### src/rtl/vga_object_compositor.sv
// VGA timing generator compositing grid-aligned sprite objects over an external background.
// Optional player-vs-object cell collision detector enabled by defining VGA_COLLISION_EN.
module vga_object_compositor #(
  parameter int H_ACTIVE  = 640,
  parameter int H_FP      = 16,
  parameter int H_SYNC    = 96,
  parameter int H_BP      = 48,
  parameter int V_ACTIVE  = 480,
  parameter int V_FP      = 10,
  parameter int V_SYNC    = 2,
  parameter int V_BP      = 33,
  parameter int N_OBJ     = 16,
  parameter int CELL_LOG2 = 5,
  parameter int COL_W     = 5,
  parameter int ROW_W     = 4,
  parameter int KIND_W    = 2,
  parameter int IDX_W     = $clog2(N_OBJ)
) (
  input  logic                 clk,
  input  logic                 rst,
  input  logic                 obj_wr_en,
  input  logic [IDX_W-1:0]     obj_wr_idx,
  input  logic [COL_W-1:0]     obj_wr_col,
  input  logic [ROW_W-1:0]     obj_wr_row,
  input  logic [KIND_W-1:0]    obj_wr_kind,
  input  logic                 obj_wr_vis,
  output logic [KIND_W-1:0]    spr_kind,
  output logic [CELL_LOG2-1:0] spr_x,
  output logic [CELL_LOG2-1:0] spr_y,
  input  logic [5:0]           spr_pixel,
  output logic [9:0]           h_count,
  output logic [9:0]           v_count,
  input  logic [8:0]           bg_rgb,
  output logic [2:0]           vga_r,
  output logic [2:0]           vga_g,
  output logic [2:0]           vga_b,
  output logic                 vga_hs,
  output logic                 vga_vs,
  output logic                 frame_start,
  output logic                 collide,
  output logic [IDX_W-1:0]     collide_idx
);

  localparam int H_TOTAL = H_ACTIVE + H_FP + H_SYNC + H_BP;
  localparam int V_TOTAL = V_ACTIVE + V_FP + V_SYNC + V_BP;
  localparam logic [9:0] H_LAST   = 10'(H_TOTAL - 1);
  localparam logic [9:0] V_LAST   = 10'(V_TOTAL - 1);
  localparam logic [9:0] H_ACT    = 10'(H_ACTIVE);
  localparam logic [9:0] V_ACT    = 10'(V_ACTIVE);
  localparam logic [9:0] V_SWAP   = 10'(V_ACTIVE - 1);
  localparam logic [9:0] HS_START = 10'(H_ACTIVE + H_FP);
  localparam logic [9:0] HS_END   = 10'(H_ACTIVE + H_FP + H_SYNC);
  localparam logic [9:0] VS_START = 10'(V_ACTIVE + V_FP);
  localparam logic [9:0] VS_END   = 10'(V_ACTIVE + V_FP + V_SYNC);
  localparam int unsigned COL_LIM = H_ACTIVE >> CELL_LOG2;

  logic [9:0] r_h, r_v;
  logic       w_swap, w_active, w_hs, w_vs;
  logic [9:0] w_col, w_row;

  logic [COL_W-1:0]  r_pnd_col  [N_OBJ];
  logic [ROW_W-1:0]  r_pnd_row  [N_OBJ];
  logic [KIND_W-1:0] r_pnd_kind [N_OBJ];
  logic              r_pnd_vis  [N_OBJ];
  logic [COL_W-1:0]  r_act_col  [N_OBJ];
  logic [ROW_W-1:0]  r_act_row  [N_OBJ];
  logic [KIND_W-1:0] r_act_kind [N_OBJ];
  logic              r_act_vis  [N_OBJ];

  logic              w_hit;
  logic [KIND_W-1:0] w_kind;

  logic                 r_hit1, r_act1, r_hs1, r_vs1;
  logic [KIND_W-1:0]    r_kind1;
  logic [CELL_LOG2-1:0] r_sx, r_sy;
  logic                 r_act2, r_hs2, r_vs2;
  logic [8:0]           r_rgb2;
  logic [2:0]           r_vga_r, r_vga_g, r_vga_b;
  logic                 r_hs3, r_vs3, r_frame;

  assign w_swap   = (r_h == H_LAST) && (r_v == V_SWAP);
  assign w_active = (r_h < H_ACT) && (r_v < V_ACT);
  assign w_hs     = !((r_h >= HS_START) && (r_h < HS_END));
  assign w_vs     = !((r_v >= VS_START) && (r_v < VS_END));
  assign w_col    = r_h >> CELL_LOG2;
  assign w_row    = r_v >> CELL_LOG2;

  always_ff @(posedge clk or posedge rst) begin
    if (rst) begin
      r_h <= '0;
      r_v <= '0;
    end else if (r_h == H_LAST) begin
      r_h <= '0;
      r_v <= (r_v == V_LAST) ? '0 : r_v + 10'd1;
    end else begin
      r_h <= r_h + 10'd1;
    end
  end

  // Swap copies the old pending contents; a write on the swap cycle stays pending.
  always_ff @(posedge clk or posedge rst) begin
    if (rst) begin
      for (int unsigned k = 0; k < N_OBJ; k++) begin
        r_pnd_col[k]  <= '0;
        r_pnd_row[k]  <= '0;
        r_pnd_kind[k] <= '0;
        r_pnd_vis[k]  <= 1'b0;
        r_act_col[k]  <= '0;
        r_act_row[k]  <= '0;
        r_act_kind[k] <= '0;
        r_act_vis[k]  <= 1'b0;
      end
    end else begin
      if (w_swap) begin
        for (int unsigned k = 0; k < N_OBJ; k++) begin
          r_act_col[k]  <= r_pnd_col[k];
          r_act_row[k]  <= r_pnd_row[k];
          r_act_kind[k] <= r_pnd_kind[k];
          r_act_vis[k]  <= r_pnd_vis[k];
        end
      end
      if (obj_wr_en) begin
        r_pnd_col[obj_wr_idx]  <= obj_wr_col;
        r_pnd_row[obj_wr_idx]  <= obj_wr_row;
        r_pnd_kind[obj_wr_idx] <= obj_wr_kind;
        r_pnd_vis[obj_wr_idx]  <= obj_wr_vis;
      end
    end
  end

  always_comb begin
    w_hit  = 1'b0;
    w_kind = '0;
    for (int unsigned k = 0; k < N_OBJ; k++) begin
      if (!w_hit && r_act_vis[k] && (10'(r_act_col[k]) == w_col) &&
          (10'(r_act_row[k]) == w_row) && (32'(r_act_col[k]) < COL_LIM)) begin
        w_hit  = 1'b1;
        w_kind = r_act_kind[k];
      end
    end
  end

  always_ff @(posedge clk or posedge rst) begin
    if (rst) begin
      r_hit1  <= 1'b0;
      r_act1  <= 1'b0;
      r_hs1   <= 1'b1;
      r_vs1   <= 1'b1;
      r_kind1 <= '0;
      r_sx    <= '0;
      r_sy    <= '0;
      r_act2  <= 1'b0;
      r_hs2   <= 1'b1;
      r_vs2   <= 1'b1;
      r_rgb2  <= '0;
      r_vga_r <= '0;
      r_vga_g <= '0;
      r_vga_b <= '0;
      r_hs3   <= 1'b1;
      r_vs3   <= 1'b1;
      r_frame <= 1'b0;
    end else begin
      r_hit1  <= w_hit;
      r_act1  <= w_active;
      r_hs1   <= w_hs;
      r_vs1   <= w_vs;
      r_kind1 <= w_kind;
      r_sx    <= r_h[CELL_LOG2-1:0];
      r_sy    <= r_v[CELL_LOG2-1:0];
      r_act2  <= r_act1;
      r_hs2   <= r_hs1;
      r_vs2   <= r_vs1;
      // A transparent sprite pixel shows background, never a lower-priority slot.
      r_rgb2  <= (r_hit1 && (spr_pixel != 6'd0)) ?
                 {spr_pixel[5:4], 1'b0, spr_pixel[3:2], 1'b0, spr_pixel[1:0], 1'b0} : bg_rgb;
      r_vga_r <= r_act2 ? r_rgb2[8:6] : '0;
      r_vga_g <= r_act2 ? r_rgb2[5:3] : '0;
      r_vga_b <= r_act2 ? r_rgb2[2:0] : '0;
      r_hs3   <= r_hs2;
      r_vs3   <= r_vs2;
      r_frame <= w_swap;
    end
  end

`ifdef VGA_COLLISION_EN
  logic             w_chit;
  logic [IDX_W-1:0] w_cidx;
  logic             r_cflag, r_collide;
  logic [IDX_W-1:0] r_cidx, r_collide_idx;

  always_comb begin
    w_chit = 1'b0;
    w_cidx = '0;
    for (int unsigned k = 1; k < N_OBJ; k++) begin
      if (!w_chit && r_act_vis[0] && r_act_vis[k] &&
          (r_act_col[k] == r_act_col[0]) && (r_act_row[k] == r_act_row[0])) begin
        w_chit = 1'b1;
        w_cidx = IDX_W'(k);
      end
    end
  end

  always_ff @(posedge clk or posedge rst) begin
    if (rst) begin
      r_cflag       <= 1'b0;
      r_cidx        <= '0;
      r_collide     <= 1'b0;
      r_collide_idx <= '0;
    end else if (w_swap) begin
      r_collide     <= r_cflag;
      r_collide_idx <= r_cflag ? r_cidx : '0;
      r_cflag       <= 1'b0;
    end else begin
      r_collide <= 1'b0;
      if (w_active && w_chit && (!r_cflag || (w_cidx < r_cidx))) begin
        r_cflag <= 1'b1;
        r_cidx  <= w_cidx;
      end
    end
  end

  assign collide     = r_collide;
  assign collide_idx = r_collide_idx;
`else
  assign collide     = 1'b0;
  assign collide_idx = '0;
`endif

  assign h_count     = r_h;
  assign v_count     = r_v;
  assign spr_kind    = r_kind1;
  assign spr_x       = r_sx;
  assign spr_y       = r_sy;
  assign vga_r       = r_vga_r;
  assign vga_g       = r_vga_g;
  assign vga_b       = r_vga_b;
  assign vga_hs      = r_hs3;
  assign vga_vs      = r_vs3;
  assign frame_start = r_frame;

endmodule

### config.mk
export PLATFORM = sky130hd
export DESIGN_NAME = vga_object_compositor
export DESIGN_NICKNAME = d
export VERILOG_FILES = /design/src/rtl/vga_object_compositor.sv
export SDC_FILE = /design/constraint.sdc
export NUM_CORES = 1
export LEC_CHECK = 0
export BUFFER_PORTS_ARGS = -buffer_cell sky130_fd_sc_hd__buf_2
export CORE_ASPECT_RATIO = 2
export CORE_MARGIN = 3
export CORE_UTILIZATION = 30
export DETAILED_ROUTE_END_ITERATION = 10
export HOLD_SLACK_MARGIN = 0.06
export PLACE_DENSITY = 0.41
export SLEW_MARGIN = 20
export SYNTH_ARGS = -nofsm -noshare
export SYNTH_HDL_FRONTEND = slang
export SYNTH_SLANG_ARGS = --single-unit
### constraint.sdc
create_clock -name clk -period 16.2 [get_ports clk]
set_input_delay 0.81 -clock clk [delete_from_list [all_inputs] [get_ports clk]]
set_output_delay 0.81 -clock clk [all_outputs]
set_load 0.05 [all_outputs]
* Word-level counts from Yosys, hierarchy flattened *
Index checks and enable logic that the tools add are counted.

operators by class
  add/subtract/negate cells = 2
  magnitude comparators = 24
  equality and inequality tests = 35
  mux-type cells = 50
  bitwise gates (word level) = 1
  reduce and logical (&&, ||, !) cells = 87

operators with widths
  cell                                                                number
  bitwise mux 80 bit                                                  1
  == test 4 x 5 -> 1 bit                                              16
  == test 5 bit                                                       16
  < comparator 5 bit, second input constant                           16
  logical AND 1 bit                                                   69
  bitwise mux 64 bit                                                  1
  two-way mux 2 bit                                                   17
  bitwise mux 32 bit                                                  1
  adder 10 x 1 -> 10 bit, second input constant                       2
  demux 5 bit (select 4 bit)                                          1
  == test 10 bit, second input constant                               2
  < comparator 10 bit, second input constant                          2
  < comparator 10 x 9 -> 1 bit, second input constant                 2
  two-way mux 10 bit                                                  2
  logical NOT 1 bit                                                   17
  two-way mux 1 bit                                                   17
  bitwise mux 16 bit                                                  1
  demux 4 bit (select 4 bit)                                          1
  == test 10 x 9 -> 1 bit, second input constant                      1
  greater-or-equal comparator 10 bit, second input constant           1
  greater-or-equal comparator 10 x 9 -> 1 bit, second input constant  1
  two-way mux 3 bit                                                   3
  two-way mux 9 bit                                                   1
  demux 2 bit (select 4 bit)                                          1
  7 further kinds                                                     7

storage, ports and cells
  register bits = 444
  input bits = 34

* Logic depth before layout (Yosys ltp) *
Gate-level depths: netlist of the first run.

  depth after elaboration = 95
  gate-level depth with buffers = 12
  depth with buffers taken out = 9

* Least setup slack after synthesis of the first run *
No wires, ideal clock.

  path kind = register to register
  start point = register r_h[7] (netlist: h_count[7])
  end point = register r_kind1[0] (netlist: spr_kind[0])
  arrival = 2733 ps
  required time = 16077 ps
  setup slack = 13344 ps
  stages on the path, launching flop included = 10
  clock period less this slack = 2856 ps
  path through = dfrtp_1 buf_6 or2_4 or4b_4 a2111o_1 mux2i_1 and4bb_1 o31a_1 a21oi_1 o21ai_2

between the ends
  word-level cells in the longest chain between the ends = 95

RTL lines
  item                            RTL line  RTL
  start, declared                 57        logic [9:0] r_h, r_v;
  start signal, assigned          96        r_h <= r_h + 10'd1;
  == test 5 bit                   135       if (!w_hit && r_act_vis[k] && (10'(r_act_col[k]) == w_col) &&
  logical AND 1 bit (2 in a row)  135
  logical AND 1 bit               136       (10'(r_act_row[k]) == w_row) && (32'(r_act_col[k]) < COL_LIM)) begin
  two-way mux 1 bit               135
  logical NOT 1 bit               135
  logical AND 1 bit (3 in a row)  135
  logical AND 1 bit               136
  two-way mux 1 bit               135
  [... 73 more ...]               --
  logical AND 1 bit (3 in a row)  135
  logical AND 1 bit               136
  two-way mux 1 bit               135
  logical NOT 1 bit               135
  logical AND 1 bit (3 in a row)  135
  logical AND 1 bit               136
  two-way mux 2 bit (*)           135
  named net w_kind[0]             71        logic [KIND_W-1:0] w_kind;
  end signal, assigned            167       r_kind1 <= w_kind;
  end, declared                   74        logic [KIND_W-1:0] r_kind1;

Mark *: on every way through the listed nets, which the timed path passes. The rest lies on a longest branch.
A chain may end at the register's enable or synchronous reset.

* Worst setup path in the final report of the first run *
  start point = register r_h[0] (netlist: h_count[0])
  end point = register r_act_col[44] (netlist bit)

between the ends
  word-level cells in the longest chain between the ends = 2

RTL lines
  item                           RTL line  RTL
  == test 10 bit                 81        assign w_swap = (r_h == H_LAST) && (r_v == V_SWAP);
  logical AND 1 bit              81
  end signal, assigned by index  116       r_act_col[k] <= r_pnd_col[k];
  end, declared                  65        logic [COL_W-1:0] r_act_col [N_OBJ];

Every way passes these cells.

==> flow_summary.yaml, run 1 <==
layout:
  most-common-layout-cells: "594 x nand2_1, 434 x dfrtp_1, 194 x mux2_2"
  fin_nets: 1881
  final_common_cell: "nand2_1"
  drive_gt1_share_pct: 21.3
  final_cells: 2671
  post-route-util_pct: 34.7
  stdcell_area_mm2: 0.0219
  area_delta_synth_final_pct: 13.7
synthesis:
  async_flop_share_pct: 100
  ys_warn_count: 0
  synth_cell_types: 67
  syn_area_mm2: 0.0193
  ys_seq_area_share_pct: 57.7
  synth_area_per_cell_um2: 10.8
  yosys_most_used_dff: "dfrtp_1"
  ys_ff_latch: 444
  synth_edf_count: 0
  synth_cells: 1789
detailed_routing:
  ant_nets: 0
  vias_per_cell: 4.82
  initialDrtViolationCount: 702
  wl_met2_mm: 30.8
  avgRoutedWirePerCell_um: 21.3
  finalWirelength_mm: 57.0
  wl_met3_mm: 1.73
  top_layer_used: "met4"
  vias: 12869
  first_pass_iters: 5
  wl_met1_mm: 23.2
  drc: 0
die:
  die_area_mm2: 0.0675
  die_w_um: 185
  num_io_pins: 83
  rows: 130
  die_y_um: 365
  core-area_mm2: 0.0633
  start_util_pct: 30.5
cts:
  cts_setup_buffers: 0
  clk_path_buf_depth: 3
  cts_resized: 0
  tritoncts: "built"
  cts_buffers: 43
  cts_hold_buf: 0
  ctsHtreeMaxLevel: 2
  clk_latency_ps: 560
  cts-root-buf: "clkbuf_16"
  clock_sinks: 444
  path_clk_slew_ps: 60
job:
  maxCapViolCount: 0
power_and_ir_drop:
  seqPwrFrac_pct: 50.3
  power_switching_uw: 576
  peakVddDrop_mv: 0.0843
  power_density_mw_per_mm2: 116
  p_leak_uw: 0.0109
  internal-power_uw: 1960
  comb_power_share_pct: 6.6
  finalPower_uw: 2540
  pwr-share-clk_pct: 43.1
  switching_share_pct: 22.7
critical_path:
  cp_data_arrival_time_ps: 5380
  worstPathRequired_ps: 16590
  ff2ff_setup_slack_ps: 11220
  end_kind: "flop"
  cp-start-kind: "flop"
  critPathMaxFanout: 85
  critPathKind: "flop to flop"
placement:
  dp.cells: 2590
  io_buffer_count: 77
  place.gp.congestion: 0.763
  hpwl_mm: 34.6
  place_area_mm2: 0.0204
grt:
  antenna_found_initial: 5
  grt_pass1_vias: 13210
  grt_max_degree: 116
  grt_first_pass_wirelength_mm: 85.6
  grt-ovfl-total: 0
  grt_use_total_pct: 17.0
sta:
  fin_skew_ps: 24.6
  finalCritPeriodShare_pct: 30.8
  min_period_ps: 4980
  clock.fmax_mhz: 201
  maxSlewViolCount: 0
  rsz0062_at_grt: "no"
  setup_tns_ps: 0
  final-setup-viol-count: 0
  hold_viol: 0
  max_slew.worst_pin.slew_ps: 1050
  slew_headroom_pct: 30.3
worst_hold_path:
  hp-class: "flop to flop"
outcome:
  status: "complete, no violations"
power groups by stage:
stage,combinational (µW),clock (µW),sequential [µW]
after floorplan,128,0,1290
after global placement,168,0,1290
after detailed placement,173,0,1300
after CTS,173,1130,1270
after global routing,186,1170,1290
final,168,1090,1280
per-stage QoR:
step | hold slack [ps] | setup slack (ps)
finish | 354 | 11220
global route | 360 | 10800
CTS | 358 | 11170
detailed placement | 344 | 11210
global placement | 337 | 11340
floorplan | 331 | 3030
layout make-up:
class                   instances  area (µm²)
diodes                          4        10.0
clock buffers                  59        1280
clock inverters                18         245
fillers                      6385       41300
inverters                      21        91.3
multi-input cells            1227        7580
flip-flops and latches        444       11100
well taps                     792         991
repair buffers                106         607
state kept, by name (all words and copies together) (netlist names), 16 cells and up:
register,flops
r_act_col,80
r_pnd_vis,16
r_pnd_row,64
r_pnd_col,80
r_act_row,64
r_pnd_kind,32
r_act_kind,32
r_act_vis,16
cell families after synthesis:
logic type | count (synthesis) | synth area share [%]
and+or+nand+nor | 805 | 18.2
DFF | 444 | 57.7
muxes | 201 | 11.7
xor gates and xnor gates | 127 | 5.77
buffers and inverters | 122 | 3.15
AOI/OAI and AO/OA | 85 | 3.24
adders and majority gates | 4 | 0.260
other | 1 | 0.0194
path summary, 6_finish.rpt:
kind / cells after the start / start / to
min: 0 / r_act1 / r_act2
max reg2reg: 11 / h_count[0] / r_act_col[44]
min in group asynchronous: 2 / rst / r_act_col[51]
min reg2reg: 0 / r_act1 / r_act2
max: 11 / h_count[0] / r_act_col[44]
max in group asynchronous: 4 / rst / r_pnd_col[1]
routing by layer:
layer,track usage [%],vias up
met1,20.2,6637
met3,2.11,68
met5,0,-
li1,-,5976
met2,32.0,188
met4,4.57,0
worst max-delay path, cell delays in order, from the launching register on:
cell     delay [ps]
dfrtp_1         430
ha_1            220
nand3_1         230
nor4_2          660
nand2_1         220
nor2_1          260
nand4_1         120
buf_4           310
inv_6           350
buf_4           870
buf_4           830
o21ai_0         150
cell usage after synthesis (all sizes together) (2+ instances only):
library cell | n | area share, %
nand2 | 594 | 12
dfrtp | 438 | 57
mux2 | 194 | 11
xor2 | 81 | 3.7
buf | 63 | 2.0
nor2 | 48 | 0.93
xnor2 | 46 | 2.1
clkbuf | 38 | 0.74
o21ai | 22 | 0.59
inv | 21 | 0.41
and2 | 19 | 0.62
nand2b | 19 | 0.62
nand3 | 15 | 0.39
nand4 | 15 | 0.49
nor4 | 15 | 0.55
nor3 | 11 | 0.29
o2111ai | 10 | 0.45
a211oi | 9 | 0.35
and3 | 9 | 0.29
nor2b | 9 | 0.29
nand3b | 8 | 0.31
a21oi | 7 | 0.18
mux2i | 7 | 0.36
nor3b | 7 | 0.27
o2111a | 7 | 0.41
o31ai | 7 | 0.27
or2 | 7 | 0.24
dfstp | 6 | 0.82
a31oi | 5 | 0.16
a2111oi | 4 | 0.18
ha | 4 | 0.26
nor4b | 4 | 0.18
nor4bb | 4 | 0.21
or3 | 4 | 0.13
and4 | 3 | 0.15
or3b | 3 | 0.14
or4 | 3 | 0.12
or4b | 3 | 0.18
a2111o | 2 | 0.12
a22o | 2 | 0.091
nand4b | 2 | 0.091
o211ai | 2 | 0.078
Note: power is estimated with default switching activity, not from simulation.
==> run 2, diff against run 1 <==
--- a/config.mk
+++ b/config.mk
@@ -11,7 +11,7 @@
 export CORE_UTILIZATION = 30
 export DETAILED_ROUTE_END_ITERATION = 10
 export HOLD_SLACK_MARGIN = 0.06
-export PLACE_DENSITY = 0.41
+export PLACE_DENSITY = 0.42
 export SLEW_MARGIN = 20
 export SYNTH_ARGS = -nofsm -noshare
 export SYNTH_HDL_FRONTEND = slang
==> constraint.sdc (replaced) <==
create_clock -name clk -period 4.5 [get_ports clk]
set_input_delay 0.225 -clock clk [delete_from_list [all_inputs] [get_ports clk]]
set_output_delay 0.225 -clock clk [all_outputs]
set_load 0.05 [all_outputs]
==> run 2 against run 1 <==
  * Power grew to 3.5 times the previous value
  * Die area is the same
  * Wire length grew 4.0%
  * Flip-flop and latch count is the same
  * Maximum frequency grew 31%
  * Clock power grew to 3.4 times the previous value
  * Setup slack lost 11000 ps
  * Cell count grew 0.82%
  * Worst hold slack lost 130 ps
  * Final area grew 0.99%
==> flow_summary.yaml, run 2 (synthesis gave the netlist of run 1 again) <==
grt:
  grt_use_total_pct: 17.7
  antenna_found_initial: 1
  grt_max_degree: 183
  grt_first_pass_wirelength_mm: 88.9
  grt-ovfl-total: 0
  grt_pass1_vias: 13587
critical_path:
  r2r_end: "r_hit1"
  r2r-start: "h_count[8]"
  cp_data_arrival_time_ps: 4250
  critPathMaxFanout: 14
  r2r_cells: 7
  cpMaxStageDelayCell: "dfrtp_1"
  worstPathRequired_ps: 4940
  worstPathCellList: "inv_2 > o2111a_1 > o2111ai_1 > nand2_1 > nor3b_1 > nand3_1 > or3b_1"
  end_kind: "flop"
  ff2ff_setup_slack_ps: 690
  critPathMaxStageDelay_ps: 1030
  startpoint: "h_count[8]"
  cp-start-kind: "flop"
  critPathKind: "flop to flop"
sta:
  maxSlewViolCount: 0
  clock.fmax_mhz: 263
  fin_skew_ps: 13.0
  rsz0062_at_grt: "no"
  final-setup-viol-count: 0
  hold_slack_ps: 228
  max_slew.worst_pin.slew_ps: 1190
  hold_viol: 0
  slew_headroom_pct: 20.9
  finalCritPeriodShare_pct: 84.6
  setup_tns_ps: 0
  min_period_ps: 3810
layout:
  largest_registers: "r_act_col x80, r_pnd_col x80"
  fin_nets: 1906
  most-common-layout-cells: "594 x nand2_1, 436 x dfrtp_1, 194 x mux2_2"
  fillers: 6312
  stdcell_area_mm2: 0.0221
  antenna_cells: 0
  area_delta_synth_final_pct: 14.8
  multi_input_area_mm2: 0.00759
  final_cells: 2693
  drive_gt1_share_pct: 21.3
  final_common_cell: "nand2_1"
  seq_area_mm2: 0.0111
cts:
  tritoncts: "built"
  path_clk_slew_ps: 70
  ctsHtreeMaxLevel: 2
  cts_buffers: 43
  cts_resized: 0
  clock_sinks: 444
  clk_path_buf_depth: 3
  clk_latency_ps: 560
  cts_setup_buffers: 0
  cts-root-buf: "clkbuf_16"
detailed_routing:
  drc: 0
  vias: 13014
  finalWirelength_mm: 59.3
  ant_nets: 0
  vias_per_cell: 4.83
  first_pass_iters: 5
  initialDrtViolationCount: 740
  avgRoutedWirePerCell_um: 22.0
worst_hold_path:
  hold_path_startpoint: "spr_pixel[4]"
  holdPathEnd: "r_rgb2[0]"
  hp-class: "input port to flop"
  holdPathStages: 3
die:
  die_w_um: 185
  rows: 130
  num_io_pins: 83
  start_util_pct: 30.5
  die_area_mm2: 0.0675
  die_y_um: 365
  core-area_mm2: 0.0633
power_and_ir_drop:
  p_leak_uw: 0.0110
  peakVddDrop_mv: 0.250
  finalPower_uw: 8920
  comb_power_share_pct: 7.0
  internal-power_uw: 6820
  pwr-share-clk_pct: 41.6
  switching_share_pct: 23.6
  power_density_mw_per_mm2: 403
  seqPwrFrac_pct: 51.5
  power_switching_uw: 2110
outcome:
  status: "complete, no violations"
placement:
  place.gp.congestion: 0.806
  hpwl_mm: 37.5
  place_area_mm2: 0.0206
  dp.cells: 2599
  io_buffer_count: 77
job:
  maxCapViolCount: 0
run 2: cell count changes in the layout (fill, tap and decap cells not counted), sizes merged:
| cell | previous run | this run |
|---|---|---|
| clkbuf | 59 | 63 |
| inv | 21 | 20 |
| diode | 4 | 0 |
| clkinv | 10 | 12 |
| bufinv | 6 | 2 |
| dlygate4sd3 | 0 | 16 |
| buf | 106 | 115 |
run 2: layout make-up:
type,count,area share [%]
repair buffers,131,4.26
flip-flops and latches,444,50.2
inverters,21,0.396
clock buffers,63,5.75
multi-input cells,1227,34.3
well taps,792,4.48
clock inverters,15,0.593
run 2: worst max path at each step:
stage	to	slack (ps)	depth (start not counted)
finish	r_hit1	690	7
global route	spr_kind[1]	540	9
CTS	r_hit1	620	7
detailed placement	r_hit1	670	7
global placement	spr_kind[1]	680	8
floorplan	frame_start	-1720	1
run 2: routing by layer:
layer	share of wire [%]	GRT usage [%]	vias up	wire [µm]
li1	-	-	6017	-
met1	41	21.3	6682	24400
met2	53	32.8	235	31300
met3	3.2	2.03	80	1880
met4	2.9	5.39	0	1720
met5	0	0	-	0
run 2: worst max-delay path: cells and delay by family, from the launching register on:
| family | cells | cell delay [ps] |
|---|---|---|
| AND/OR/NAND/NOR | 4 | 1510 |
| flip-flops | 1 | 1030 |
| AO/OA/AOI/OAI | 2 | 720 |
| buffers and inverters | 1 | 390 |
run 2: per-stage QoR:
step,worst slack (ps),util (%)
6_report,691,35.0
5_1_grt,536,35.0
4_1_cts,622,35.0
3_5_place_dp,673,32.5
3_3_place_gp,681,32.5
2_1_floorplan,-1720,-
run 2: power by group through the flow:
stage                     sequential, µW  combinational [µW]  clock [µW]
final                               4590                 620        3710
after global routing                4640                 688        3980
after CTS                           4590                 638        3860
after detailed placement            4670                 627           0
after floorplan                     4630                 462           0
after global placement              4650                 606           0
run 2: what timing repair did:
item / CTS / global route
setup endpoints to repair: 0 / 0
hold buffers: 16 / 0
hold endpoints to repair: 19 / 0
